==> config.mk <==
export PLATFORM = sky130hd
export DESIGN_NAME = alu_arbiter_flat
export DESIGN_NICKNAME = d
export VERILOG_FILES = /design/src/rtl/alu_arbiter_if.sv /design/src/rtl/alu_arbiter.sv /design/src/flat_wrapper.sv
export SDC_FILE = /design/constraint.sdc
export NUM_CORES = 1
export LEC_CHECK = 0
export ABC_AREA = 1
export CAP_MARGIN = 10
export CORE_AREA = 5 5 119 121
export CTS_BUF_LIST = sky130_fd_sc_hd__clkbuf_16
export DETAILED_ROUTE_END_ITERATION = 10
export DIE_AREA = 0 0 124 126
export HOLD_SLACK_MARGIN = 0.06
export MAX_ROUTING_LAYER = met4
export PLACE_DENSITY = 0.83
export SYNTH_ARGS = -nofsm -noshare
export SYNTH_HDL_FRONTEND = slang
export SYNTH_SLANG_ARGS = --single-unit
==> constraint.sdc <==
create_clock -name CLK -period 2.2 [get_ports CLK]
set_clock_uncertainty 0.1 [all_clocks]
set_input_delay 0.22 -clock CLK [delete_from_list [all_inputs] [get_ports CLK]]
set_output_delay 0.22 -clock CLK [all_outputs]
set_load 0.05 [all_outputs]
==> src/rtl/alu_arbiter_if.sv <==
// Requester / ALU bus bundle for alu_arbiter.
// slave = arbiter side, master = requesters plus ALU side.
interface alu_arbiter_if #(
  parameter int N_REQ = 2
);
  logic [N_REQ-1:0]      req_valid;
  logic [N_REQ-1:0]      req_ready;
  logic [5*N_REQ-1:0]    req_op;
  logic [32*N_REQ-1:0]   req_lhs;
  logic [32*N_REQ-1:0]   req_rhs;
  logic [N_REQ-1:0]      rsp_valid;
  logic [N_REQ-1:0]      rsp_ready;
  logic [32*N_REQ-1:0]   rsp_data;
  logic [4:0]            alu_op;
  logic [31:0]           alu_lhs;
  logic [31:0]           alu_rhs;
  logic [31:0]           alu_res;
  logic [1:0]            grant_id;

  modport slave (
    input  req_valid, req_op, req_lhs, req_rhs, rsp_ready, alu_res,
    output req_ready, rsp_valid, rsp_data, alu_op, alu_lhs, alu_rhs, grant_id
  );

  modport master (
    output req_valid, req_op, req_lhs, req_rhs, rsp_ready, alu_res,
    input  req_ready, rsp_valid, rsp_data, alu_op, alu_lhs, alu_rhs, grant_id
  );
endinterface

==> src/rtl/alu_arbiter.sv <==
// Round-robin sharing of one combinational ALU between N_REQ requesters.
// One grant per cycle; the result is captured into a per-requester slot
// and handed back over a valid/ready handshake.

// Per-requester response slot: EMPTY/FULL state plus captured result.
module alu_arbiter_slot (
  input  logic        CLK,
  input  logic        RST_X,
  input  logic        grant,
  input  logic        rsp_ready,
  input  logic [31:0] alu_res,
  output logic        rsp_valid,
  output logic [31:0] data
);
  typedef enum logic {EMPTY = 1'b0, FULL = 1'b1} slot_e;
  slot_e state, state_nxt;

  // state register
  always_ff @(posedge CLK or negedge RST_X) begin
    if (!RST_X) state <= EMPTY;
    else        state <= state_nxt;
  end

  // next state: grant fills, response handshake drains (never both at once)
  always_comb begin
    state_nxt = state;
    case (state)
      EMPTY:   if (grant)     state_nxt = FULL;
      FULL:    if (rsp_ready) state_nxt = EMPTY;
      default: state_nxt = EMPTY;
    endcase
  end

  // outputs
  always_comb rsp_valid = (state == FULL);

  // result capture; value is retained after drain until the next grant
  always_ff @(posedge CLK or negedge RST_X) begin
    if (!RST_X)     data <= '0;
    else if (grant) data <= alu_res;
  end
endmodule

module alu_arbiter #(
  parameter int N_REQ = 2
) (
  input  logic         CLK,
  input  logic         RST_X,
  alu_arbiter_if.slave bus
);
  logic [N_REQ-1:0]            full;
  logic [N_REQ-1:0]            elig;
  logic [N_REQ-1:0]            gnt;
  logic [2*N_REQ-1:0]          rot;
  logic                        found;
  logic [1:0]                  gid;
  logic [1:0]                  ptr;
  logic [N_REQ-1:0][31:0]      data_q;
  logic [4:0]                  op_mux;
  logic [31:0]                 lhs_mux;
  logic [31:0]                 rhs_mux;

  // A slot still FULL at cycle start blocks its requester (no drain bypass);
  // reset also masks grants so outputs sit at their reset values.
  assign elig = bus.req_valid & ~full & {N_REQ{RST_X}};

  // round-robin pick: rotate eligibility so bit 0 is ptr, take first set bit
  always_comb begin
    rot   = {elig, elig} >> ptr;
    found = 1'b0;
    gid   = '0;
    gnt   = '0;
    for (int k = 0; k < N_REQ; k++) begin
      if (!found && rot[k]) begin
        found = 1'b1;
        gid   = (int'(ptr) + k >= N_REQ) ? 2'(int'(ptr) + k - N_REQ)
                                         : 2'(int'(ptr) + k);
      end
    end
    for (int i = 0; i < N_REQ; i++) gnt[i] = found && (gid == 2'(i));
  end

  // priority pointer moves just past the winner; holds when idle
  always_ff @(posedge CLK or negedge RST_X) begin
    if (!RST_X)     ptr <= '0;
    else if (found) ptr <= (gid == 2'(N_REQ-1)) ? 2'd0 : gid + 2'd1;
  end

  // ALU operand mux; zeros when nothing is granted
  always_comb begin
    op_mux  = '0;
    lhs_mux = '0;
    rhs_mux = '0;
    for (int i = 0; i < N_REQ; i++) begin
      if (gnt[i]) begin
        op_mux  = bus.req_op[5*i +: 5];
        lhs_mux = bus.req_lhs[32*i +: 32];
        rhs_mux = bus.req_rhs[32*i +: 32];
      end
    end
  end

  for (genvar i = 0; i < N_REQ; i++) begin : g_slot
    alu_arbiter_slot u_slot (
      .CLK       (CLK),
      .RST_X     (RST_X),
      .grant     (gnt[i]),
      .rsp_ready (bus.rsp_ready[i]),
      .alu_res   (bus.alu_res),
      .rsp_valid (full[i]),
      .data      (data_q[i])
    );
  end

  assign bus.req_ready = gnt;
  assign bus.grant_id  = gid;
  assign bus.alu_op    = op_mux;
  assign bus.alu_lhs   = lhs_mux;
  assign bus.alu_rhs   = rhs_mux;
  assign bus.rsp_valid = full;
  assign bus.rsp_data  = data_q;
endmodule

==> src/flat_wrapper.sv <==
// flat-port wrapper written by rule: the top's interface ports become plain ports
module alu_arbiter_flat 
#(
  parameter int N_REQ = 2
)
  (CLK, RST_X, bus_req_valid, bus_req_op, bus_req_lhs, bus_req_rhs, bus_rsp_ready, bus_alu_res, bus_req_ready, bus_rsp_valid, bus_rsp_data, bus_alu_op, bus_alu_lhs, bus_alu_rhs, bus_grant_id);
  alu_arbiter_if #(.N_REQ(N_REQ)) bus_i ();
  input  logic CLK;
  input  logic RST_X;
  input wire logic [$bits(bus_i.req_valid)-1:0] bus_req_valid;
  input wire logic [$bits(bus_i.req_op)-1:0] bus_req_op;
  input wire logic [$bits(bus_i.req_lhs)-1:0] bus_req_lhs;
  input wire logic [$bits(bus_i.req_rhs)-1:0] bus_req_rhs;
  input wire logic [$bits(bus_i.rsp_ready)-1:0] bus_rsp_ready;
  input wire logic [$bits(bus_i.alu_res)-1:0] bus_alu_res;
  output wire logic [$bits(bus_i.req_ready)-1:0] bus_req_ready;
  output wire logic [$bits(bus_i.rsp_valid)-1:0] bus_rsp_valid;
  output wire logic [$bits(bus_i.rsp_data)-1:0] bus_rsp_data;
  output wire logic [$bits(bus_i.alu_op)-1:0] bus_alu_op;
  output wire logic [$bits(bus_i.alu_lhs)-1:0] bus_alu_lhs;
  output wire logic [$bits(bus_i.alu_rhs)-1:0] bus_alu_rhs;
  output wire logic [$bits(bus_i.grant_id)-1:0] bus_grant_id;
  assign bus_i.req_valid = bus_req_valid;
  assign bus_i.req_op = bus_req_op;
  assign bus_i.req_lhs = bus_req_lhs;
  assign bus_i.req_rhs = bus_req_rhs;
  assign bus_i.rsp_ready = bus_rsp_ready;
  assign bus_i.alu_res = bus_alu_res;
  assign bus_req_ready = bus_i.req_ready;
  assign bus_rsp_valid = bus_i.rsp_valid;
  assign bus_rsp_data = bus_i.rsp_data;
  assign bus_alu_op = bus_i.alu_op;
  assign bus_alu_lhs = bus_i.alu_lhs;
  assign bus_alu_rhs = bus_i.alu_rhs;
  assign bus_grant_id = bus_i.grant_id;
  alu_arbiter #(.N_REQ(N_REQ)) u_core (.CLK(CLK), .RST_X(RST_X), .bus(bus_i));
endmodule
==> run_results.csv, run 1 <==
group,metric,value,unit
worst_setup_path,path_delay_family,"simple AND/OR/NAND/NOR gates",
clock_network,clock-sinks,68,
synth,synthTopCellsByArea,"dfrtp_1 46%, nand2_1 31%, nand3_1 14%",
worst_setup_path,cpMostUsedCell,"nand2_1",
worst_setup_path,end_kind,"primary output",
global_routing,grt_pass1_wl,23.29,mm
floorplanning,die_x,124,um
synth,synthTopCellsByCount,"303 x nand2_1, 102 x nand3_1, 68 x dfrtp_1",
timing,hold_ws,0.2891,ns
global_routing,overflow,0,
timing,finalCritPeriodShare,97.73,%
cells_and_area,final_nets,1006,
synth,async_flop_share,100.0,%
synth,ys.flop_type,"dfrtp_1",
global_routing,first_global_vias,4399,
clock_network,cts_buffers,9,
detailed_routing,drc,0,
worst_setup_path,required,1.88,ns
cells_and_area,drive_above_1_share,13.41,%
synth,synth_top_area_share,45.76,%
clock_network,clockBufferDepth,2,
timing,worst_pin_slew,0.6551,ns
synth,yosysMostFrequentCell,"nand2_1",
placed_design,routabilityCongestion,0.8827,
timing,relSlewSlack,56.33,%
placed_design,preCtsSetupSlack,0.03540,ns
worst_setup_path,start_kind,"flip-flop",
timing,setup_tns,0,ns
clock_network,cts_tree,"done",
detailed_routing,routed_wl,15.97,mm
synth,syn-num-nets,710,
timing,fmax,465.1,MHz
floorplanning,design.die.area,15620,um^2
floorplanning,row_count,42,
clock_network,root_buffer,"clkbuf_16",
detailed_routing,vias,4590,
synth,seq_area_frac_synth,45.76,%
worst_setup_path,critPathBufInv,2,
power,power.density,988.4,nW/um^2
synth,synth_area,3719,um^2
cells_and_area,instances_no_fill,1013,
synth,ys_ff_latch,68,
cells_and_area,area_growth,98.86,%
floorplanning,die_h,126,um
timing,hold_violations,0,
power,total_power,7.309,mW
clock_network,cts_setup_buffers,0,
worst_setup_path,worstSetupPathType,"reg2out",
timing,drv_slew,0,
clock_network,insertion_delay,0.32,ns
worst_setup_path,crit_arrival,1.83,ns
power,p_leak,3.688,nW
global_routing,grt_max_degree,55,
timing,grt_setup_unrepaired,"yes",
clock_network,cts_htree_levels,3,
worst_setup_path,cp_max_fo,54,
floorplanning,start_util,28.65,%
timing,setup_viol,0,
placed_design,dpl.cell_count,993,
timing,finalCriticalPeriod,2.150,ns
detailed_routing,drtPass1Iterations,4,
global_routing,antenna_found_initial,2,
detailed_routing,wl_per_cell,15.77,um
clock_network,clk_pin_slew_worst_paths,0.06,ns
min_path,hold_class,"in2reg",
worst_setup_path,cp_slowest_stage_delay,0.42,ns
worst_setup_path,worstPathCellList,"nor2_2, nand2_1, nand2_8, buf_16, nand3_1, nand2_1, buf_4",
floorplanning,ioPinCount,315,
detailed_routing,drt_iter0_markers,287,
power,vdd_drop_max,575.1,uV
detailed_routing,via_per_inst,4.531,
synth,synth_cells,534,
cells_and_area,final_area,7395,um^2
flow_run,drv_cap,0,
floorplanning,coreArea,12980,um^2
placed_design,port_buffers,313,
synth,ys_types,13,
detailed_routing,ant_nets,0,
timing,setup_ws,0.04991,ns
synth,yosysTopAreaCell,"dfrtp_1",
placed_design,dpl.hpwl,11.92,mm
cells_and_area,final_util,56.97,%
global_routing,track_usage,19.50,%
worst_setup_path,cp_slowest_cell,"dfrtp_1",
placed_design,placed_area,6840,um^2
synth,synth_edf_count,0,
synth,yosysWarnings,0,
run_status,status,"finished, final reports clean",
synth,avgSynthCellArea,6.964,um^2
[sequential cells by signal, summed over array words and instances (netlist names)]
signal	flops
u_core.g_slot.u_slot.data	64
u_core.g_slot.u_slot.rsp_valid	2
u_core.ptr	2
[repair_timing]
action,4_1_cts,5_1_grt
hold buffers,1,0
gates resized for setup,24,22
endpoints found under the hold margin,68,0
cloned,1,0
endpoints found under the setup margin,4,60
[area by class of cell]
cell class                      instances  area, um^2
Fill cell                            1170        5585
Timing Repair Buffer                  330        3373
Multi-Input combinational cell        413        1715
Sequential cell                        68        1702
Clock buffer                            9       225.2
Tap cell                              176       220.2
Clock inverter                          7       116.4
Inverter                                8       37.54
Antenna cell                            2       5.005
[cell usage in the layout (no fill, tap or decap)]
master and instances:
nand3_1 101, buf_2 1, buf_16 3, inv_8 1
diode_2 2, nor2_2 1, clkbuf_16 9, nand2_4 1
buf_6 36, o21ai_0 3, dfrtp_1 68, buf_4 41
clkinv_4 2, inv_1 6, nand2_2 1, clkinv_2 1
conb_1 1, nand2_8 1, nand3_2 1, dlygate4sd3_1 1
nand2_1 302, clkdlybuf4s50_1 240, bufinv_16 3, buf_12 8
inv_2 2, nor2_1 1
[kinds of logic (layout without fill, tap and decap cells)]
group	after synthesis	in the layout	synth area share, %
compound gates	3	3	0.4037
other cells	1	3	0.1008
buf+inv	53	354	8.815
simple gates	409	409	44.92
flops	68	68	45.76
[metal layers]
layer,routed length [um],up-vias,GRT usage [%]
met5,0,-,-
met4,301,0,4.768
met3,1348,27,5.381
met2,8166,225,32.64
met1,6158,2073,23.18
li1,-,2265,-
[worst min-delay path: cells and delay by family]
| family | cells | cell delay, ns |
|---|---|---|
| and+or+nand+nor | 3 | 0.32 |
| buffers and inverters | 1 | 0.12 |
[power by group]
part,internal [mW],switching (mW),total (mW)
Combinational,1.35,2.54,3.90
Sequential,1.58,0.191,1.77
Clock,1.10,0.537,1.64
Total,4.04,3.27,7.31
[path summary, 6_finish.rpt]
| path | slack (ns) | end | start | cells past startpoint |
|---|---|---|---|---|
| min reg2reg | 0.37 | u_core.g_slot[0].u_slot.data[20] | u_core.g_slot[0].u_slot.data[20] | 2 |
| max reg2reg | 0.45 | u_core.g_slot[0].u_slot.data[13] | u_core.g_slot[0].u_slot.rsp_valid | 8 |
| min in group asynchronous | 0.38 | u_core.g_slot[1].u_slot.data[23] | RST_X | 3 |
| min | 0.29 | u_core.ptr[1] | RST_X | 4 |
| max in group asynchronous | 0.99 | u_core.g_slot[1].u_slot.data[2] | RST_X | 3 |
| max | 0.05 | bus_alu_lhs[23] | u_core.g_slot[0].u_slot.rsp_valid | 7 |
No activity file was read; power rests on OpenSTA's default activity.
==> run 2, diff against run 1 <==
--- a/config.mk
+++ b/config.mk
@@ -12,7 +12,6 @@
 export DETAILED_ROUTE_END_ITERATION = 10
 export DIE_AREA = 0 0 124 126
 export HOLD_SLACK_MARGIN = 0.06
-export MAX_ROUTING_LAYER = met4
 export PLACE_DENSITY = 0.83
 export SYNTH_ARGS = -nofsm -noshare
 export SYNTH_HDL_FRONTEND = slang
==> run 2 against run 1 <==
Against the previous run:
- worst hold slack improved by 0.00056 ns
- worst setup slack lost 0.0021 ns
- final area is 0.17% lower
- via count is 0.65% lower
- fmax barely moved
- first-iteration DRC count down 14%
- wire length fell by 0.85%
- utilization decreased by 0.096 points
- critical path type unchanged
==> run_results.csv, run 2 (synthesis results as in run 1) <==
group,metric,value,unit
power,power.density,988.3,nW/um^2
min_path,hold_path_depth,4,
placed_design,routabilityCongestion,0.8686,
timing,hold_violations,0,
floorplanning,start_util,28.65,%
cells_and_area,area_growth,98.52,%
power,total_power,7.296,mW
cells_and_area,final_cell_mix,"302 x nand2_1, 240 x clkdlybuf4s50_1, 101 x nand3_1",
power,clockPowerShare,22.4,%
clock_network,clk_pin_slew_worst_paths,0.06,ns
clock_network,cts_htree_levels,3,
power,p_int,4.034,mW
detailed_routing,vias,4560,
power,p_sw_share,44.71,%
timing,fmax,464.6,MHz
timing,finalCritPeriodShare,97.83,%
clock_network,cts_setup_buffers,0,
worst_setup_path,end_kind,"primary output",
floorplanning,coreArea,12980,um^2
worst_setup_path,cp_max_fo,54,
power,p_comb_share,53.3,%
clock_network,cts_tree,"done",
flow_run,drv_cap,0,
floorplanning,die_x,124,um
power,vdd_drop_max,574.2,uV
floorplanning,design.die.area,15620,um^2
floorplanning,die_h,126,um
timing,setup_viol,0,
cells_and_area,largest_register_ffs,64,
worst_setup_path,cpMostUsedCell,"nand2_1",
worst_setup_path,path_delay_family,"simple AND/OR/NAND/NOR gates",
floorplanning,row_count,42,
worst_setup_path,cp_slowest_stage_delay,0.42,ns
worst_setup_path,reg2regPathDepth,8,
detailed_routing,via_per_inst,4.510,
detailed_routing,routed_wl,15.84,mm
worst_setup_path,start_kind,"flip-flop",
worst_setup_path,cp.depth,7,
cells_and_area,drive_above_1_share,13.41,%
clock_network,clock-sinks,68,
cells_and_area,final_area,7382,um^2
timing,relSlewSlack,56.10,%
timing,hold_ws,0.2897,ns
placed_design,dpl.hpwl,11.92,mm
worst_setup_path,critPathBufInv,2,
global_routing,first_global_vias,4382,
worst_setup_path,crit_arrival,1.83,ns
clock_network,cts_buffers,9,
power,p_sw,3.262,mW
detailed_routing,drt_iter0_markers,246,
global_routing,grt_max_degree,55,
timing,drv_slew,0,
clock_network,clockBufferDepth,2,
detailed_routing,drc,0,
min_path,hold_class,"in2reg",
worst_setup_path,worstSetupPathType,"reg2out",
power,p_seq_share,24.3,%
detailed_routing,drtPass1Iterations,6,
floorplanning,ioPinCount,315,
worst_setup_path,worstPathCellList,"nor2_2, nand2_1, nand2_8, buf_16, nand3_1, nand2_1, buf_4",
placed_design,port_buffers,313,
timing,finalCriticalPeriod,2.152,ns
cells_and_area,mostFrequentLayoutCell,"nand2_1",
global_routing,track_usage,18.95,%
global_routing,grt_pass1_wl,23.34,mm
timing,worst_pin_slew,0.6585,ns
detailed_routing,ant_nets,0,
clock_network,insertion_delay,0.32,ns
worst_setup_path,cp_slowest_cell,"dfrtp_1",
detailed_routing,wl_per_cell,15.67,um
cells_and_area,final_nets,1006,
worst_setup_path,required,1.88,ns
clock_network,root_buffer,"clkbuf_16",
global_routing,antenna_found_initial,2,
cells_and_area,regMostFlops,"u_core.g_slot.u_slot.data",
timing,grt_setup_unrepaired,"yes",
cells_and_area,num_antenna_cells,0,
run_status,status,"finished, final reports clean",
global_routing,overflow,0,
power,p_leak,3.686,nW
placed_design,placed_area,6840,um^2
## run 2: cell types whose count changed in the layout (fill, tap and decap cells not counted), sizes merged
cell	delta
diode	-2
## run 2: final cells by class
type                    count  area, um^2
repair buffers            330        3366
inverters                   8       37.54
well taps                 176       220.2
clock inverters             7       116.4
fillers                  1164        5598
clock buffers               9       225.2
flip-flops and latches     68        1702
multi-input cells         413        1715
## run 2: final timing paths
path	startpoint	end	slack [ns]
max in group asynchronous	RST_X	u_core.g_slot[0].u_slot.data[16]	0.98
max	u_core.g_slot[0].u_slot.rsp_valid	bus_alu_lhs[23]	0.05
min	RST_X	u_core.ptr[1]	0.29
min in group asynchronous	RST_X	u_core.g_slot[1].u_slot.data[23]	0.39
min reg2reg	u_core.g_slot[0].u_slot.data[20]	u_core.g_slot[0].u_slot.data[20]	0.36
max reg2reg	u_core.g_slot[0].u_slot.rsp_valid	u_core.g_slot[0].u_slot.data[13]	0.46
## run 2: per-stage QoR
stage	cells	util, %	TNS (ns)	setup WS (ns)
3_5_place_dp	993	52.70	0	0.03540
2_1_floorplan	534	-	0	0.4564
4_1_cts	1011	56.32	-0.6153	-0.03476
5_1_grt	1011	56.87	-0.4839	-0.08303
6_report	1011	56.87	0	0.04780
3_3_place_gp	993	52.70	0	0.04056
## run 2: tightest hold or removal path, stage by stage
cell and delay, ns:
buf_2 0.12, nand3_2 0.11, nand2_4 0.11, nor2_1 0.11
## run 2: layer usage
| layer | up-vias | part of all wire, % | global-route usage, % |
|---|---|---|---|
| li1 | 2260 | - | - |
| met1 | 2050 | 38 | 22.36 |
| met2 | 217 | 51 | 32.74 |
| met3 | 29 | 9.2 | 6.547 |
| met4 | 4 | 1.8 | 4.768 |
| met5 | - | 0.17 | 0 |
## run 2: repair_timing
item	in CTS	in global routing
gates resized for setup	24	20
hold buffers	1	0
gates cloned	1	0
endpoints found under the hold margin	68	0
setup endpoints to repair	4	60
## run 2: power groups by stage
stage	logic, mW	registers [mW]	clock network, mW
3_5_place_dp	3.82	1.78	0
5_1_grt	4.07	1.81	1.73
4_1_cts	3.89	1.77	1.66
2_1_floorplan	1.22	2.89	0
6_report	3.89	1.77	1.64
3_3_place_gp	3.79	1.77	0
==> RTL edit, RTL diff (config.mk and constraints of run 1) <==
`N_REQ` is set to 2 in 3 places; all go to 1.
--- a/src/rtl/alu_arbiter_if.sv
+++ b/src/rtl/alu_arbiter_if.sv
@@ -2,5 +2,5 @@
 // slave = arbiter side, master = requesters plus ALU side.
 interface alu_arbiter_if #(
-  parameter int N_REQ = 2
+  parameter int N_REQ = 1
 );
   logic [N_REQ-1:0]      req_valid;
--- a/src/rtl/alu_arbiter.sv
+++ b/src/rtl/alu_arbiter.sv
@@ -43,5 +43,5 @@
 
 module alu_arbiter #(
-  parameter int N_REQ = 2
+  parameter int N_REQ = 1
 ) (
   input  logic         CLK,
--- a/src/flat_wrapper.sv
+++ b/src/flat_wrapper.sv
@@ -2,5 +2,5 @@
 module alu_arbiter_flat 
 #(
-  parameter int N_REQ = 2
+  parameter int N_REQ = 1
 )
   (CLK, RST_X, bus_req_valid, bus_req_op, bus_req_lhs, bus_req_rhs, bus_rsp_ready, bus_alu_res, bus_req_ready, bus_rsp_valid, bus_rsp_data, bus_alu_op, bus_alu_lhs, bus_alu_rhs, bus_grant_id);
Interface: changed (8 resized); port bits go from 315 to 210. No check against the original RTL was run, so the function may have changed too.
==> RTL edit against run 1 <==
Sequential cell count is 34 lower. Critical endpoint is now bus_alu_lhs[24]. Sequential share of layout area shrank 6.3 points. Power is 44% lower. Hold slack better by 0.078 ns. Wire length decreased by 42%. Non-clock buffer count decreased by 116. Setup slack better by 0.070 ns. Critical path depth up 1. Via count fell by 45%. Area after synthesis shrank 45%. Combinational power shrank 39%. Final area down 31%.
==> RTL edit: results (changes against run 1) <==
stage;metric;value;unit;change
outcome;status;finished, final reports clean;;
pwr;Int Pwr;0.00215;W;-47%
grt;vias in the first global route;2456;;-44%
hold_path;min-delay src;u_core.g_slot[0].u_slot.data[1];;
clock_tree;number of gates resized after cts;0;;-100%
setup_path;worst path arrival time;1.76;ns;-0.07 ns
yosys;Syn Area/Cell;6.73;sq um;-3.4%
setup_path;CP delay by family, top;buffers and inverters;;
yosys;Unique masters post-synth;17;;+4
yosys;Seq/Total Area, Yosys;41.6;%;-4.1 points
setup_path;slowest CP cell;dlygate4sd3_1;;
route;final wirelength;9230;microns;-42%
pwr;Pleak;2.47;nW;-33%
placed_design;HPWL after DPL;7780;microns;-35%
setup_path;Worst Reg-to-Reg Cells;4;;-4
yosys;top post-synthesis cells by count;inv_1, nor2_1, nand2_1;;
yosys;main area contributors after synthesis;dfrtp_1, inv_1, nor2_1;;
clock_tree;Clock Latency Late Sink;0.27;ns;-0.05 ns
layout;fin nets;610;;-39%
setup_path;CP endpoint;bus_alu_lhs[24];;
setup_path;crit-path max FO;35;;-35%
setup_path;Critical Path Start;RST_X;;
grt;first-pass GRT wire length;13500;microns;-42%
route;Iteration-0 DRC Markers;58;;-80%
setup_path;worst r2r dst;u_core.g_slot[0].u_slot.data[3];;
placed_design;Placed Cells;672;;-32%
layout;final std cells w/o fill;683;;-33%
grt;largest net degree at the start of global routing;43;;-22%
pwr;maximum vdd drop;0.000617;V;+7.3%
placed_design;Port Buffers;207;;-34%
layout;max FFs per register;32;;-50%
placed_design;Placement Cell Area;4950;sq um;-28%
sta;worst-margin pin slew;0.537;ns;-0.118 ns
placed_design;GPL Wtd Cong;0.764;;-13%
clock_tree;CTS Buf Count;5;;-4
yosys;top cell type's share of synthesized area;41.6;%;-4.1 points
route;Vias/cell;3.71;;-18%
RTL edit: cell count changes in the layout (fill, tap and decap cells not counted), sizes merged, moves of 4 or more:
cell	delta
clkbuf	-4
nor2	+68
buf	-12
nand2	-239
dfrtp	-34
nand3	-101
clkdlybuf4s50	-104
inv	+65
nand4	+32
RTL edit: final cells by class:
| cell class | count | area, sq um | area share, % |
|---|---|---|---|
| clock buffer | 5 | 125 | 2.45 |
| tap | 176 | 220 | 4.32 |
| timing repair buffer | 214 | 2840 | 55.6 |
| clock inverter | 3 | 12.5 | 0.245 |
| antenna | 2 | 5.00 | 0.0982 |
| multi-input combinational | 176 | 776 | 15.2 |
| inverter | 73 | 274 | 5.37 |
| sequential | 34 | 851 | 16.7 |
RTL edit: metrics by stage:
| step | setup WS (ns) | utilization [%] |
|---|---|---|
| 4_1_cts | 0.0805 | 39.2 |
| 2_1_floorplan | 0.0155 | - |
| 5_1_grt | 0.0222 | 39.3 |
| 3_5_place_dp | 0.268 | 38.1 |
| 6_report | 0.120 | 39.3 |
| 3_3_place_gp | 0.314 | 38.1 |
RTL edit: worst min path at each step:
| stage | end | slack, ns | cells past startpoint |
|---|---|---|---|
| 6_report | u_core.g_slot[0].u_slot.data[1] | 0.37 | 2 |
| 5_1_grt | u_core.g_slot[0].u_slot.data[31] | 0.39 | 2 |
| 4_1_cts | u_core.g_slot[0].u_slot.data[13] | 0.37 | 2 |
| 3_5_place_dp | u_core.g_slot[0].u_slot.data[12] | 0.23 | 2 |
| 3_3_place_gp | u_core.g_slot[0].u_slot.data[18] | 0.21 | 2 |
| 2_1_floorplan | u_core.g_slot[0].u_slot.data[0] | -0.18 | 0 |
RTL edit: power groups by stage:
stage	clock network [W]	registers, W	logic [W]
3_5_place_dp	0	0.00108	0.00240
3_3_place_gp	0	0.00108	0.00238
2_1_floorplan	0	0.00206	0.000420
4_1_cts	0.000679	0.00108	0.00241
6_report	0.000659	0.00108	0.00238
5_1_grt	0.000704	0.00113	0.00250
RTL edit: cells by family after synthesis:
group	after synthesis	share of synthesized area [%]
AO/OA/AOI/OAI	2	0.612
adder cells (fa/ha/maj)	1	0.612
buffers and inverters	96	21.2
flip-flops	34	41.6
other	2	0.367
AND/OR/NAND/NOR	169	35.6
RTL edit: per-layer routing:
| metal | track usage (%) | part of all wire, % | wire length [microns] | vias to the layer above |
|---|---|---|---|---|
| met4 | 1.55 | 0.48 | 44 | 0 |
| met5 | - | 0 | 0 | - |
| met3 | 4.66 | 14 | 1270 | 6 |
| met1 | 12.1 | 37 | 3450 | 1108 |
| li1 | - | - | - | 1286 |
| met2 | 19.5 | 48 | 4470 | 135 |
